<file path="src/rtl/branch_redirect_unit.sv">
// Fetch-side redirect unit: steers the PC from predictor guesses, tracks in-flight branches and squashes the wrong path.
// Optional MISPRED_CNT_EN adds saturating resolved-branch and mispredict counters.
module branch_redirect_unit #(
  parameter int unsigned     PC_W      = 16,
  parameter int unsigned     DEPTH     = 4,
  parameter int unsigned     FLUSH_CYC = 2,
  parameter logic [PC_W-1:0] RESET_PC  = '0
) (
  input  logic            clk,
  input  logic            rst,
  input  logic            stall,
  input  logic            if_is_branch,
  input  logic [PC_W-1:0] if_target,
  input  logic            pred_taken,
  input  logic            ex_resolve,
  input  logic            ex_taken,
  output logic [PC_W-1:0] pc_out,
  output logic            if_valid,
  output logic            flush_if_id,
  output logic            flush_id_ex,
  output logic            q_full,
  output logic            q_empty,
`ifdef MISPRED_CNT_EN
  output logic [15:0]     br_cnt,
  output logic [15:0]     mis_cnt,
`endif
  output logic            resolve_err
);

  localparam int AW   = $clog2(DEPTH);
  localparam int CNTW = AW + 1;
  localparam int FCW  = (FLUSH_CYC > 1) ? $clog2(FLUSH_CYC) : 1;

  typedef enum logic {RUN, FLUSH} state_e;

  state_e          state_q, state_d;
  logic [PC_W-1:0] pc_q, pc_d;
  logic            hold_q, hold_d;
  logic            err_q, err_d;
  logic [FCW-1:0]  fcnt_q, fcnt_d;
  logic [AW-1:0]   rd_q, rd_d, wr_q, wr_d;
  logic [CNTW-1:0] cnt_q, cnt_d;

  logic            pred_mem [DEPTH];
  logic [PC_W-1:0] rec_mem  [DEPTH];

  logic            run, resolve_ok, mispred, pop, push;
  logic [PC_W-1:0] pc_inc, rec_new;

  assign run        = (state_q == RUN);
  assign q_empty    = (cnt_q == '0);
  assign q_full     = (cnt_q == CNTW'(DEPTH));
  assign pc_inc     = pc_q + PC_W'(1);
  assign rec_new    = pred_taken ? pc_inc : if_target;
  assign resolve_ok = run && ex_resolve && !q_empty;
  assign mispred    = resolve_ok && (pred_mem[rd_q] != ex_taken);
  assign pop        = resolve_ok && !mispred;
  // A correct pop in the same cycle frees the slot, so a full FIFO can still accept
  assign push       = run && !mispred && !stall && if_is_branch && (!q_full || pop);

  always_comb begin
    state_d = state_q;
    pc_d    = pc_q;
    hold_d  = 1'b0;
    fcnt_d  = fcnt_q;
    err_d   = err_q | (run && ex_resolve && q_empty);
    rd_d    = rd_q;
    wr_d    = wr_q;
    cnt_d   = cnt_q;
    case (state_q)
      RUN: begin
        if (mispred) begin
          pc_d    = rec_mem[rd_q];
          state_d = FLUSH;
          fcnt_d  = FCW'(FLUSH_CYC - 1);
        end else if (stall) begin
          pc_d = pc_q;
        end else if (if_is_branch) begin
          if (push) pc_d = pred_taken ? if_target : pc_inc;
          else      hold_d = 1'b1;
        end else begin
          pc_d = pc_inc;
        end
      end
      FLUSH: begin
        if (fcnt_q == '0) state_d = RUN;
        else              fcnt_d  = fcnt_q - FCW'(1);
      end
      default: state_d = RUN;
    endcase
    // Everything younger than a mispredicted branch is wrong-path
    if (mispred) begin
      rd_d  = '0;
      wr_d  = '0;
      cnt_d = '0;
    end else begin
      if (push) wr_d = wr_q + AW'(1);
      if (pop)  rd_d = rd_q + AW'(1);
      cnt_d = cnt_q + CNTW'(push) - CNTW'(pop);
    end
  end

  always_ff @(posedge clk) begin
    if (rst) begin
      state_q <= RUN;
      pc_q    <= RESET_PC;
      hold_q  <= 1'b0;
      err_q   <= 1'b0;
      fcnt_q  <= '0;
      rd_q    <= '0;
      wr_q    <= '0;
      cnt_q   <= '0;
    end else begin
      state_q <= state_d;
      pc_q    <= pc_d;
      hold_q  <= hold_d;
      err_q   <= err_d;
      fcnt_q  <= fcnt_d;
      rd_q    <= rd_d;
      wr_q    <= wr_d;
      cnt_q   <= cnt_d;
    end
  end

  always_ff @(posedge clk) begin
    if (push) begin
      pred_mem[wr_q] <= pred_taken;
      rec_mem[wr_q]  <= rec_new;
    end
  end

`ifdef MISPRED_CNT_EN
  logic [15:0] br_cnt_q, mis_cnt_q;

  always_ff @(posedge clk) begin
    if (rst) begin
      br_cnt_q  <= '0;
      mis_cnt_q <= '0;
    end else begin
      if (resolve_ok && (br_cnt_q != 16'hFFFF)) br_cnt_q  <= br_cnt_q + 16'd1;
      if (mispred && (mis_cnt_q != 16'hFFFF))   mis_cnt_q <= mis_cnt_q + 16'd1;
    end
  end

  assign br_cnt  = br_cnt_q;
  assign mis_cnt = mis_cnt_q;
`endif

  assign pc_out      = pc_q;
  assign if_valid    = !rst && run && !hold_q;
  assign flush_if_id = (state_q == FLUSH);
  assign flush_id_ex = (state_q == FLUSH);
  assign resolve_err = err_q;

endmodule

</file>
<file path="config.mk">
export PLATFORM = sky130hd
export DESIGN_NAME = branch_redirect_unit
export DESIGN_NICKNAME = d
export VERILOG_FILES = /design/src/rtl/branch_redirect_unit.sv
export SDC_FILE = /design/constraint.sdc
export NUM_CORES = 1
export LEC_CHECK = 0
export BUFFER_PORTS_ARGS = -buffer_cell sky130_fd_sc_hd__buf_2
export CAP_MARGIN = 20
export CELL_PAD_IN_SITES_DETAIL_PLACEMENT = 2
export CELL_PAD_IN_SITES_GLOBAL_PLACEMENT = 2
export CORE_MARGIN = 2
export CORE_UTILIZATION = 30
export CTS_CLUSTER_DIAMETER = 50
export DETAILED_ROUTE_END_ITERATION = 7
export HOLD_SLACK_MARGIN = 0.12
export PLACE_DENSITY_LB_ADDON = 0.15
export SLEW_MARGIN = 25
export SYNTH_ARGS = -nofsm -noshare
export SYNTH_HDL_FRONTEND = slang
export SYNTH_SLANG_ARGS = --single-unit
</file>
<file path="constraint.sdc">
create_clock -name clk -period 6.8 [get_ports clk]
set_input_delay 1.36 -clock clk [delete_from_list [all_inputs] [get_ports clk]]
set_output_delay 1.36 -clock clk [all_outputs]
set_load 0.02 [all_outputs]
</file>
# Word level (Yosys, flattened, before mapping)
# Memory sizes are Yosys's and may differ from the RTL's. A register that Yosys moved wholly into a read port is not among the register bits.
# Index checks and enable logic that the tools add are counted.
dict set report totals {
  reg_bits 27
  ramBits 68
  inputBits 23
  out_inout_bits 22
  word_cells 65
  n_memories 2
}
dict set report classes {
  add_sub_neg 6
  eq_ne 5
  muxes 19
  bitwise_logic 3
  n_reduce_logical 22
}
# memory words width rd rd_clocked_by_memory_dff wr line_no
set mem_list {}
lappend mem_list {rec_mem 4 16 1 1 1 45} ;# logic [PC_W-1:0] rec_mem [DEPTH];
lappend mem_list {pred_mem 4 1 1 1 1 44} ;# logic pred_mem [DEPTH];
# operator n
set op_table {}
lappend op_table {{16-bit two-way mux} 6}
lappend op_table {{16-bit by 1-bit adder with 16-bit output, second input constant} 1}
lappend op_table {{1-bit logical AND} 11}
lappend op_table {{2-bit two-way mux} 4}
lappend op_table {{1-bit two-way mux} 7}
lappend op_table {{1-bit logical NOT} 6}
lappend op_table {{5-bit OR reduction} 1}
lappend op_table {{2-bit by 1-bit adder with 2-bit output, second input constant} 2}
lappend op_table {{2-bit by 1-bit != test with 1-bit output, second input constant} 2}
lappend op_table {{1-bit case mux with 2 select lines} 2}
lappend op_table {{3-bit by 1-bit adder with 3-bit output} 1}
lappend op_table {{3-bit == test, second input constant} 1}
lappend op_table {{3-bit logical NOT} 1}
lappend op_table {{3-bit by 1-bit != test with 1-bit output, second input constant} 1}
lappend op_table {{3-bit AND reduction} 1}
lappend op_table {{3-bit by 1-bit subtractor with 3-bit output} 1}
lappend op_table {{1-bit inverter} 2}
lappend op_table {{2-bit OR reduction} 1}
lappend op_table {{1-bit logical OR} 1}
lappend op_table {{1-bit != test} 1}
lappend op_table {{1-bit OR} 1}
lappend op_table {{1-bit subtractor, second input constant} 1}

# Longest topological paths before layout
# Gate-level depths: netlist of run 1.
dict set report depth {
  ltp_word 13
  depth_mapped 12
  depth_no_buf 11
}

# Worst setup path before layout of run 1
# OpenSTA, ideal clock, no wires.
dict set report synth_path {
  path_type {input-to-output}
  start {in rst}
  end {out if_valid}
  arrival_time_ns 2.076
  t_required_ns 5.440
  path_slack_ns 3.364
  cell_stages 2
  path_buffers 1
  cell_sequence {clkbuf_1 nor3_1}
}
dict set report synth_via {
  elab_chain_cells 3
}
# item line_no
set synth_rtl {}
lappend synth_rtl {{start, declared} 10} ;# input logic rst,
lappend synth_rtl {{1-bit logical NOT} 150} ;# assign if_valid = !rst && run && !hold_q;
lappend synth_rtl {{1-bit logical AND (2 in a row)} 150}
lappend synth_rtl {{end, declared} 18} ;# output logic if_valid,
# No other way between the ends.

# Final worst setup path of run 1
# Same ends and word-level chain as after synthesis.

==> results_dict.tcl, run 1 <==
set metrics [dict create \
    grt_pass1_vias 3299 \
    fp.dieW_microns 129 \
    synthTopCellsByArea "edfxtp_1 (44%), dfxtp_1 (12%), mux4_2 (6.3%)" \
    synthToLayoutAreaGrowth_pct 13.7 \
    final_common_cell "edfxtp_1" \
    finalNonFillerCells 597 \
    crit_required_ps 5440 \
    io_pins 45 \
    hold_viol_final 0 \
    place_ws_ps 3080 \
    portBuffers 44 \
    cts.path.max_buffers 2 \
    grt_pass1_wl_microns 20200 \
    max-slew-margin-rel_pct 44.3 \
    fin_nets 435 \
    cp_common_cell "buf_2" \
    dieArea_sq_mm 0.0165 \
    outcome "finished, final reports clean" \
    worst_slack_ps 3370 \
    setup_viol 0 \
    fmax_mhz 292 \
    crit_path_cell_trace "buf_2 -> nor3_1 -> buf_2" \
    cpPeakStageDelay_ps 430 \
    hold_path_class "register to register" \
    track_usage_pct 16.5 \
    coreArea_sq_mm 0.0152 \
    ys.flop_type "edfxtp_1" \
    cap_violations 0 \
    syn_area_sq_mm 0.00466 \
    cp-startpoint "rst" \
    slowest_stage "buf_2" \
    cts_buffers 9 \
    r2r_cells 12 \
    ys_types 62 \
    diodes 0 \
    critPathKind "input port to output port" \
    final_core_util_pct 34.8 \
    clkLatencyLatePin_ps 350 \
    clk_pin_slew_worst_paths_ps 60 \
    detail-route-antenna-nets 0 \
    leakagePower_nw 1.78 \
    htreeDepth 3 \
    yosysTopAreaCell "edfxtp_1" \
    cts_hold_buf 0 \
    fin_tns_setup_ps 0 \
    slew_violations 0 \
    layout_common_cells "edfxtp_1 (68), nor2_1 (48), buf_2 (44), a21oi_1 (29), dfxtp_1 (28)" \
    drt-total-wl_microns 12700 \
    synth_top_area_share_pct 43.9 \
    ir_worst_vdd_mv 0.122 \
    num_vias 3096 \
    post_cts.repair.setup_buffers 0 \
    r2r_setup_slack_ps 3610 \
    root_buffer "clkbuf_16" \
    grt-ovfl-total 0 \
    layout-drive-gt1-share_pct 24.0 \
    tightest_slew_ps 835 \
    syn_area_per_cell_sq_um 12.5 \
    ys_ff_latch 97 \
    rows 45 \
    drc 0 \
    critPathLaunchType "input port" \
    avgViaCountPerCell 5.19 \
    post-place-cells 581 \
    cts.repair.resized 0 \
    place_hpwl_microns 8320 \
    fin_crit_ps 3430 \
    cts.sinks 97 \
    hold_ws_ps 464 \
    initial_utilization_pct 30.6 \
    grt_max_degree 37 \
    synth_cells 372 \
    antenna_found_initial 0 \
    synth_edf_count 68 \
    async_flop_share_pct 0 \
    finClkSkew_ps 5.80 \
    end_kind "output port" \
    place_congestion 0.686 \
    ys_seq_area_share_pct 56.3 \
    firstDrtPassIters 4 \
    fin_crit_sh_pct 50.4 \
    dr.first_iter.drc_count 92 \
    avgRoutedWirePerCell_microns 21.2 \
    powerDensity_mw_per_mm2 330 \
    arrival_ps 2070 \
    die_h_microns 129 \
    cts_tree "yes" \
    cp_max_fo 22 \
    critPathCapture "if_valid" \
    synthesis.nets 403 \
    yosys_warnings 0 \
    reg2reg_to "cnt_q[2]" \
    rsz0062_at_grt "false" \
]
[worst min path at each step]
| stage | startpoint | endpoint | cells after the start |
|---|---|---|---|
| finish | fcnt_q | flush_id_ex | 2 |
| global route | fcnt_q | fcnt_q | 2 |
| CTS | fcnt_q | flush_id_ex | 2 |
| detailed placement | fcnt_q | flush_id_ex | 2 |
| global placement | fcnt_q | flush_id_ex | 2 |
| floorplan | fcnt_q | fcnt_q | 2 |
[final cells by class]
class	count	area (sq um)
Fill cell	1622	9910
Sequential cell	97	2620
Multi-Input combinational cell	238	1840
Clock buffer	10	239
Tap cell	188	235
Timing Repair Buffer	45	228
Clock inverter	6	81.3
Inverter	13	48.8
[registers in the layout, indices dropped and copies added (netlist names), named ones only]
name and count:
cnt_q 3, fcnt_q 1, flush_id_ex 1, hold_q 1
pc_out 16, pred_mem 4, rd_q 2, rec_mem 64
resolve_err 1, wr_q 2
[per-layer routing]
| layer | share of wire (%) | wire (microns) | track usage (%) |
|---|---|---|---|
| met1 | 46 | 5880 | 21.4 |
| met2 | 49 | 6250 | 28.5 |
| met3 | 2.7 | 344 | 2.49 |
| met4 | 1.4 | 181 | 5.56 |
| met5 | 0 | 0 | 0 |
[synthesized netlist by cell type (3+ instances only)]
master,count
mux4_1,4
a211oi_1,3
inv_1,13
xor2_1,5
mux4_2,13
nand2_1,21
nor2_1,48
nand3_1,10
edfxtp_1,68
buf_2,5
nor3_1,9
a21oi_1,29
xnor2_1,15
nor4_1,3
mux2i_1,3
ha_1,7
o221ai_1,5
clkbuf_1,10
o21ai_0,4
dfxtp_1,29
a31oi_1,3
and2_1,8
buf_6,7
[logic make-up after synthesis]
logic type      synth area share, %
flops                          56.3
buf+inv                        4.33
simple gates                   12.6
mux                            9.43
xor+xnor                       4.11
compound gates                 10.9
fa+ha+maj                      2.31
[worst max-delay path: cells and delay by family]
kind / cells / cell delay, ps
buf+inv: 2 / 610
simple gates: 1 / 90
[through the flow]
step	instance area [sq um]	total power, mW
final	5290	1.75
after global routing	5290	1.85
after CTS	5290	1.78
after detailed placement	4970	1.22
after global placement	4970	1.20
after floorplan	4660	1.09
[where the power goes]
group	internal (mW)	leakage [nW]	switching (mW)
clock	0.330	0.156	0.226
combinational	0.165	0.765	0.246
sequential	0.709	0.857	0.0679
(Power assumes the default switching activity.)
==> run 2, diff against run 1 <==
--- a/config.mk
+++ b/config.mk
@@ -5,6 +5,7 @@
 export SDC_FILE = /design/constraint.sdc
 export NUM_CORES = 1
 export LEC_CHECK = 0
+export ABC_AREA = 1
 export BUFFER_PORTS_ARGS = -buffer_cell sky130_fd_sc_hd__buf_2
 export CAP_MARGIN = 20
 export CELL_PAD_IN_SITES_DETAIL_PLACEMENT = 2
==> constraint.sdc (replaced) <==
create_clock -name clk -period 3.5 [get_ports clk]
set_input_delay 0.7 -clock clk [delete_from_list [all_inputs] [get_ports clk]]
set_output_delay 0.7 -clock clk [all_outputs]
set_load 0.02 [all_outputs]
==> run 2 against run 1 <==
Non-clock buffer count up 9; critical endpoint is now cnt_q[2]; worst hold slack got worse by 1.4 ps; count of clock-buffer cells in the layout down 1; synthesized area increased by 1.6%; sequential power is 96% higher; synthesized cell count grew 48%; cell count rose by 36%.
==> results_dict.tcl, run 2 <==
set metrics [dict create \
    outcome "finished, final reports clean" \
    post_cts.repair.setup_buffers 0 \
    wl_met2_microns 7560 \
    synthesis.nets 583 \
    wl_met3_microns 274 \
    antenna_found_initial 0 \
    final_core_util_pct 35.7 \
    firstDrtPassIters 4 \
    syn_area_per_cell_sq_um 8.57 \
    initial_utilization_pct 30.9 \
    hold_viol_final 0 \
    synth_top_area_share_pct 43.2 \
    num_vias 3940 \
    clkLatencyLatePin_ps 360 \
    coreArea_sq_mm 0.0153 \
    setup_viol 0 \
    synthToLayoutAreaGrowth_pct 15.6 \
    cp_max_fo 34 \
    htreeDepth 3 \
    drt-total-wl_microns 15400 \
    fmax_mhz 340 \
    fin_tns_setup_ps 0 \
    cpPeakStageDelay_ps 390 \
    place_hpwl_microns 11200 \
    diodes 0 \
    powerDensity_mw_per_mm2 670 \
    ir_worst_vdd_mv 0.256 \
    crit_buf_inv 4 \
    dr.first_iter.drc_count 198 \
    cts.sinks 97 \
    slew_violations 0 \
    grt-ovfl-total 0 \
    final_common_cell "nand2_1" \
    ys_seq_area_share_pct 55.4 \
    grt_pass1_vias 4263 \
    leakagePower_nw 2.22 \
    clk_pin_slew_worst_paths_ps 70 \
    async_flop_share_pct 0 \
    reg2reg_to "cnt_q[2]" \
    end_kind "register" \
    yosysTopAreaCell "edfxtp_1" \
    crit_required_ps 3750 \
    cts.repair.resized 0 \
    drc 0 \
    dieArea_sq_mm 0.0168 \
    tightest_slew_ps 781 \
    rows 45 \
    yosys-top-cells-count "nand2_1 (134), nor2_1 (106), edfxtp_1 (68), o21ai_0 (53), inv_1 (41)" \
    syn_area_sq_mm 0.00473 \
    synth.most_common_cell "nand2_1" \
    root_buffer "clkbuf_16" \
    synth_cells 552 \
    cts_tree "yes" \
    cp_common_cell "nand2_1" \
    avgViaCountPerCell 4.86 \
    synth_edf_count 68 \
    critPathLaunchType "register" \
    track_usage_pct 19.7 \
    io_pins 45 \
    max-slew-margin-rel_pct 47.4 \
    arrival_ps 3190 \
    ys_ff_latch 97 \
    fp.dieW_microns 130 \
    grt_max_degree 35 \
    cts.path.max_buffers 2 \
    hold_path_class "register to register" \
    finClkSkew_ps 7.08 \
    crit_path_cell_trace "buf_4 -> nand2_1 -> nand3_1 -> nand2_1 -> nand2_1 -> nand3_1 -> nand2_1 -> inv_1 -> nor2_2 -> inv_2 -> ha_1 -> inv_1 -> ha_1 -> fa_1 -> xor2_1 -> nor2_1" \
    detail-route-antenna-nets 0 \
    r2r_cells 16 \
    min_path_cells 2 \
    portBuffers 44 \
    grt_pass1_wl_microns 24400 \
    regMostFlops "rec_mem" \
    wl_met1_microns 7460 \
    yosys_warnings 0 \
    layout_common_cells "nand2_1 (134), nor2_1 (106), edfxtp_1 (68), o21ai_0 (53), buf_2 (44)" \
    route.top_layer_used "met4" \
    fin_crit_ps 2940 \
    critPathKind "register to register" \
    avgRoutedWirePerCell_microns 19.0 \
    cp_top_family "simple AND/OR/NAND/NOR gates" \
    fin_crit_sh_pct 84.1 \
    place_congestion 0.790 \
    die_h_microns 130 \
    worstHoldStart "fcnt_q" \
    largest_register_ffs 64 \
    rsz0062_at_grt "false" \
    layout-drive-gt1-share_pct 14.0 \
    cts_buffers 9 \
    cts_hold_buf 0 \
    r2r_setup_slack_ps 560 \
    hold_end "flush_id_ex" \
    fin_nets 626 \
    slowest_stage "dfxtp_1" \
    cap_violations 0 \
    synthTopCellsByArea "edfxtp_1 (43%), dfxtp_1 (12%), nand2_1 (11%)" \
    ys_types 32 \
    ys.flop_type "edfxtp_1" \
]
==> run 2: stage by stage <==
step	worst slack [ps]	hold WS (ps)	total power, mW	cell area (sq um)	cells
6_report	557	462	3.66	5470	811
5_1_grt	305	497	3.91	5470	811
4_1_cts	521	468	3.72	5470	811
3_5_place_dp	415	457	2.67	5170	795
3_3_place_gp	570	443	2.59	5170	795
2_1_floorplan	890	430	2.27	4730	552
==> run 2: cell type report <==
type                       count  area (sq um)
clock buffer                   9           225
timing repair buffer          54           295
clock inverter                 7          77.6
fill                        1771          9840
tap                          211           264
inverter                      47           179
multi-input combinational    386          1810
sequential                    97          2620
==> run 2: worst max path at each step <==
| stage | endpoint | cells after the start | slack (ps) |
|---|---|---|---|
| after global placement | cnt_q[2] | 14 | 570 |
| after floorplan | cnt_q[2] | 13 | 890 |
| after global routing | cnt_q[2] | 16 | 300 |
| final | cnt_q[2] | 16 | 560 |
| after CTS | cnt_q[2] | 16 | 520 |
| after detailed placement | cnt_q[2] | 14 | 410 |
==> run 2: per-layer routing <==
metal / global-route usage (%) / vias to the layer above
met2: 33.1 / 34
met5: 0 / -
met1: 26.7 / 1980
li1: - / 1917
met4: 4.93 / 0
met3: 3.06 / 9
==> run 2: kinds of logic after synthesis <==
| family | count (synthesis) | synth area share (%) |
|---|---|---|
| buffers and inverters | 69 | 6.37 |
| adder cells (fa/ha/maj) | 8 | 2.27 |
| XOR/XNOR | 7 | 1.30 |
| flip-flops | 97 | 55.4 |
| AND/OR/NAND/NOR | 285 | 24.6 |
| AO/OA/AOI/OAI | 86 | 9.99 |
==> run 2: where the power goes <==
group / internal, mW / switching [mW]
registers: 1.40 / 0.117
clock network: 0.561 / 0.480
logic: 0.329 / 0.775
total: 2.29 / 1.37
==> run 2: worst reg2reg max path, delay by kind of cell (launching register included) <==
family	cells	cell delay (ps)
xor gates and xnor gates	1	170
buffers and inverters	4	550
DFF	1	390
adders and majority gates	3	850
and+or+nand+nor	8	900
==> run 3, diff against run 2 <==
==> constraint.sdc (replaced) <==
create_clock -name clk -period 2.5 [get_ports clk]
set_input_delay 0.5 -clock clk [delete_from_list [all_inputs] [get_ports clk]]
set_output_delay 0.5 -clock clk [all_outputs]
set_load 0.02 [all_outputs]
==> run 3 against run 2 <==
Count of clock-buffer cells in the layout is the same; clock skew grew 2.9 ps; cell count grew 1.6%; fmax grew 26%; wire length shrank 1.5%; core utilization grew 1.1 points; combinational power grew 53%; power grew 41%; sequential share of layout area shrank 1.4 points; flip-flop and latch count is the same; largest cell class unchanged; highest routed layer unchanged.
==> results_dict.tcl, run 3 (same netlist as run 2, synthesis figures left out) <==
set metrics [dict create \
    fp.dieW_microns 130 \
    crit_buf_inv 5 \
    clk_pin_slew_worst_paths_ps 80 \
    swShare_pct 37.8 \
    largest_register_ffs 64 \
    crit_required_ps 2790 \
    hold_viol_final 0 \
    grt_pass1_vias 4375 \
    tightest_slew_ps 640 \
    power.share.combinational_pct 32.4 \
    dr.first_iter.drc_count 156 \
    pwr-share-clk_pct 26.7 \
    num_vias 3962 \
    ir_worst_vdd_mv 0.327 \
    register_area_sq_mm 0.00263 \
    max-slew-margin-rel_pct 56.9 \
    power_switching_mw 1.96 \
    diodes 0 \
    dieArea_sq_mm 0.0168 \
    end_kind "register" \
    htreeDepth 3 \
    antenna_found_initial 0 \
    coreArea_sq_mm 0.0153 \
    fin_nets 639 \
    critPathLaunchType "register" \
    slew_violations 0 \
    initial_utilization_pct 30.9 \
    layout_common_cells "nand2_1 (133), nor2_1 (104), edfxtp_1 (68), o21ai_0 (53), buf_2 (44)" \
    cpPeakStageDelay_ps 520 \
    critPathKind "register to register" \
    cts.sinks 97 \
    grt_max_degree 33 \
    drc 0 \
    final_core_util_pct 36.9 \
    cp_common_cell "nor2_2" \
    p_total_mw 5.18 \
    worst_slack_ps 164 \
    leakagePower_nw 2.29 \
    cp_max_fo 3 \
    cap_violations 0 \
    setup_viol 0 \
    p_int_mw 3.23 \
    nFillCells 1776 \
    powerDensity_mw_per_mm2 918 \
    layout-drive-gt1-share_pct 17.3 \
    avgViaCountPerCell 4.81 \
    dpl_cell_area_sq_mm 0.00532 \
    cts_buffers 9 \
    clkLatencyLatePin_ps 350 \
    die_h_microns 130 \
    track_usage_pct 19.3 \
    grt-ovfl-total 0 \
    cp_top_family "adder cells" \
    regMostFlops "rec_mem" \
    cts_tree "yes" \
    cts_hold_buf 0 \
    final_cell_area_sq_mm 0.00565 \
    fin_crit_sh_pct 93.5 \
    outcome "finished, final reports clean" \
    synthToLayoutAreaGrowth_pct 19.3 \
    slowest_stage "fa_2" \
    firstDrtPassIters 4 \
    detail-route-antenna-nets 0 \
    crit_path_cell_trace "nor2_2 -> nand2_1 -> inv_2 -> nor2_2 -> buf_4 -> nand3_4 -> nand3_2 -> nor2_2 -> inv_2 -> ha_1 -> inv_1 -> ha_1 -> fa_2 -> inv_1 -> nor2_1" \
    root_buffer "clkbuf_16" \
    arrival_ps 2620 \
    cts.path.max_buffers 2 \
    hold_ws_ps 383 \
    fin_crit_ps 2340 \
    rows 45 \
    drt-total-wl_microns 15200 \
    hold_path_class "input port to register" \
    finClkSkew_ps 10.0 \
    portBuffers 44 \
    place_ws_ps -67.6 \
    multi_input_area_sq_mm 0.00183 \
    final_common_cell "nand2_1" \
    io_pins 45 \
    place_congestion 0.765 \
    p_seq_share_pct 41.0 \
    fmax_mhz 428 \
    place_hpwl_microns 11200 \
    grt_pass1_wl_microns 24000 \
    avgRoutedWirePerCell_microns 18.4 \
]
-- run 3: path summary, 6_finish.rpt --
| kind | slack (ps) | endpoint | cells past startpoint | start |
|---|---|---|---|---|
| worst max-delay path | 160 | cnt_q[1] | 15 | cnt_q[0] |
| worst min-delay path | 380 | fcnt_q | 2 | rst |
| worst max register to register | 160 | cnt_q[1] | 15 | cnt_q[0] |
| worst min register to register | 470 | flush_id_ex | 2 | fcnt_q |
-- run 3: per-stage QoR --
| step | setup TNS [ps] | instances |
|---|---|---|
| after floorplan | 0 | 552 |
| after global placement | 0 | 807 |
| after detailed placement | -74.1 | 807 |
| after CTS | 0 | 823 |
| after global routing | -2.06 | 824 |
| final | 0 | 824 |
-- run 3: power by group through the flow --
stage	clock (mW)	sequential [mW]	combinational, mW
after floorplan	0	2.20	0.981
after global placement	0	2.14	1.57
after detailed placement	0	2.16	1.67
after CTS	1.43	2.12	1.68
after global routing	1.47	2.16	1.90
final	1.38	2.12	1.68
-- run 3: routing by layer --
layer	wire (microns)	global-route usage (%)
met2	7420	33.9
met3	233	1.98
met5	0	0
met1	7320	25.0
met4	197	6.07
-- run 3: layout make-up --
class / instances / share of cell area, %
clock buffers: 9 / 3.99
clock inverters: 7 / 1.20
inverters: 47 / 3.17
multi-input cells: 386 / 32.4
flip-flops and latches: 97 / 46.5
well taps: 211 / 4.68
repair buffers: 67 / 8.07
-- run 3: what timing repair did --
| item | 4_1_cts | 5_1_grt |
|---|---|---|
| setup buffers | 0 | 1 |
| gates resized for setup | 1 | 9 |
| pin swaps | 0 | 2 |
| setup endpoints to repair | 1 | 2 |
-- run 3: worst reg2reg max path: stages, from the launching register on --
cell and delay (ps):
dfxtp_2 340, nor2_2 120, nand2_1 70, inv_2 70, nor2_2 50, buf_4 140, nand3_4 80, nand3_2 70
nor2_2 150, inv_2 50, ha_1 270, inv_1 40, ha_1 180, fa_2 520, inv_1 40, nor2_1 80
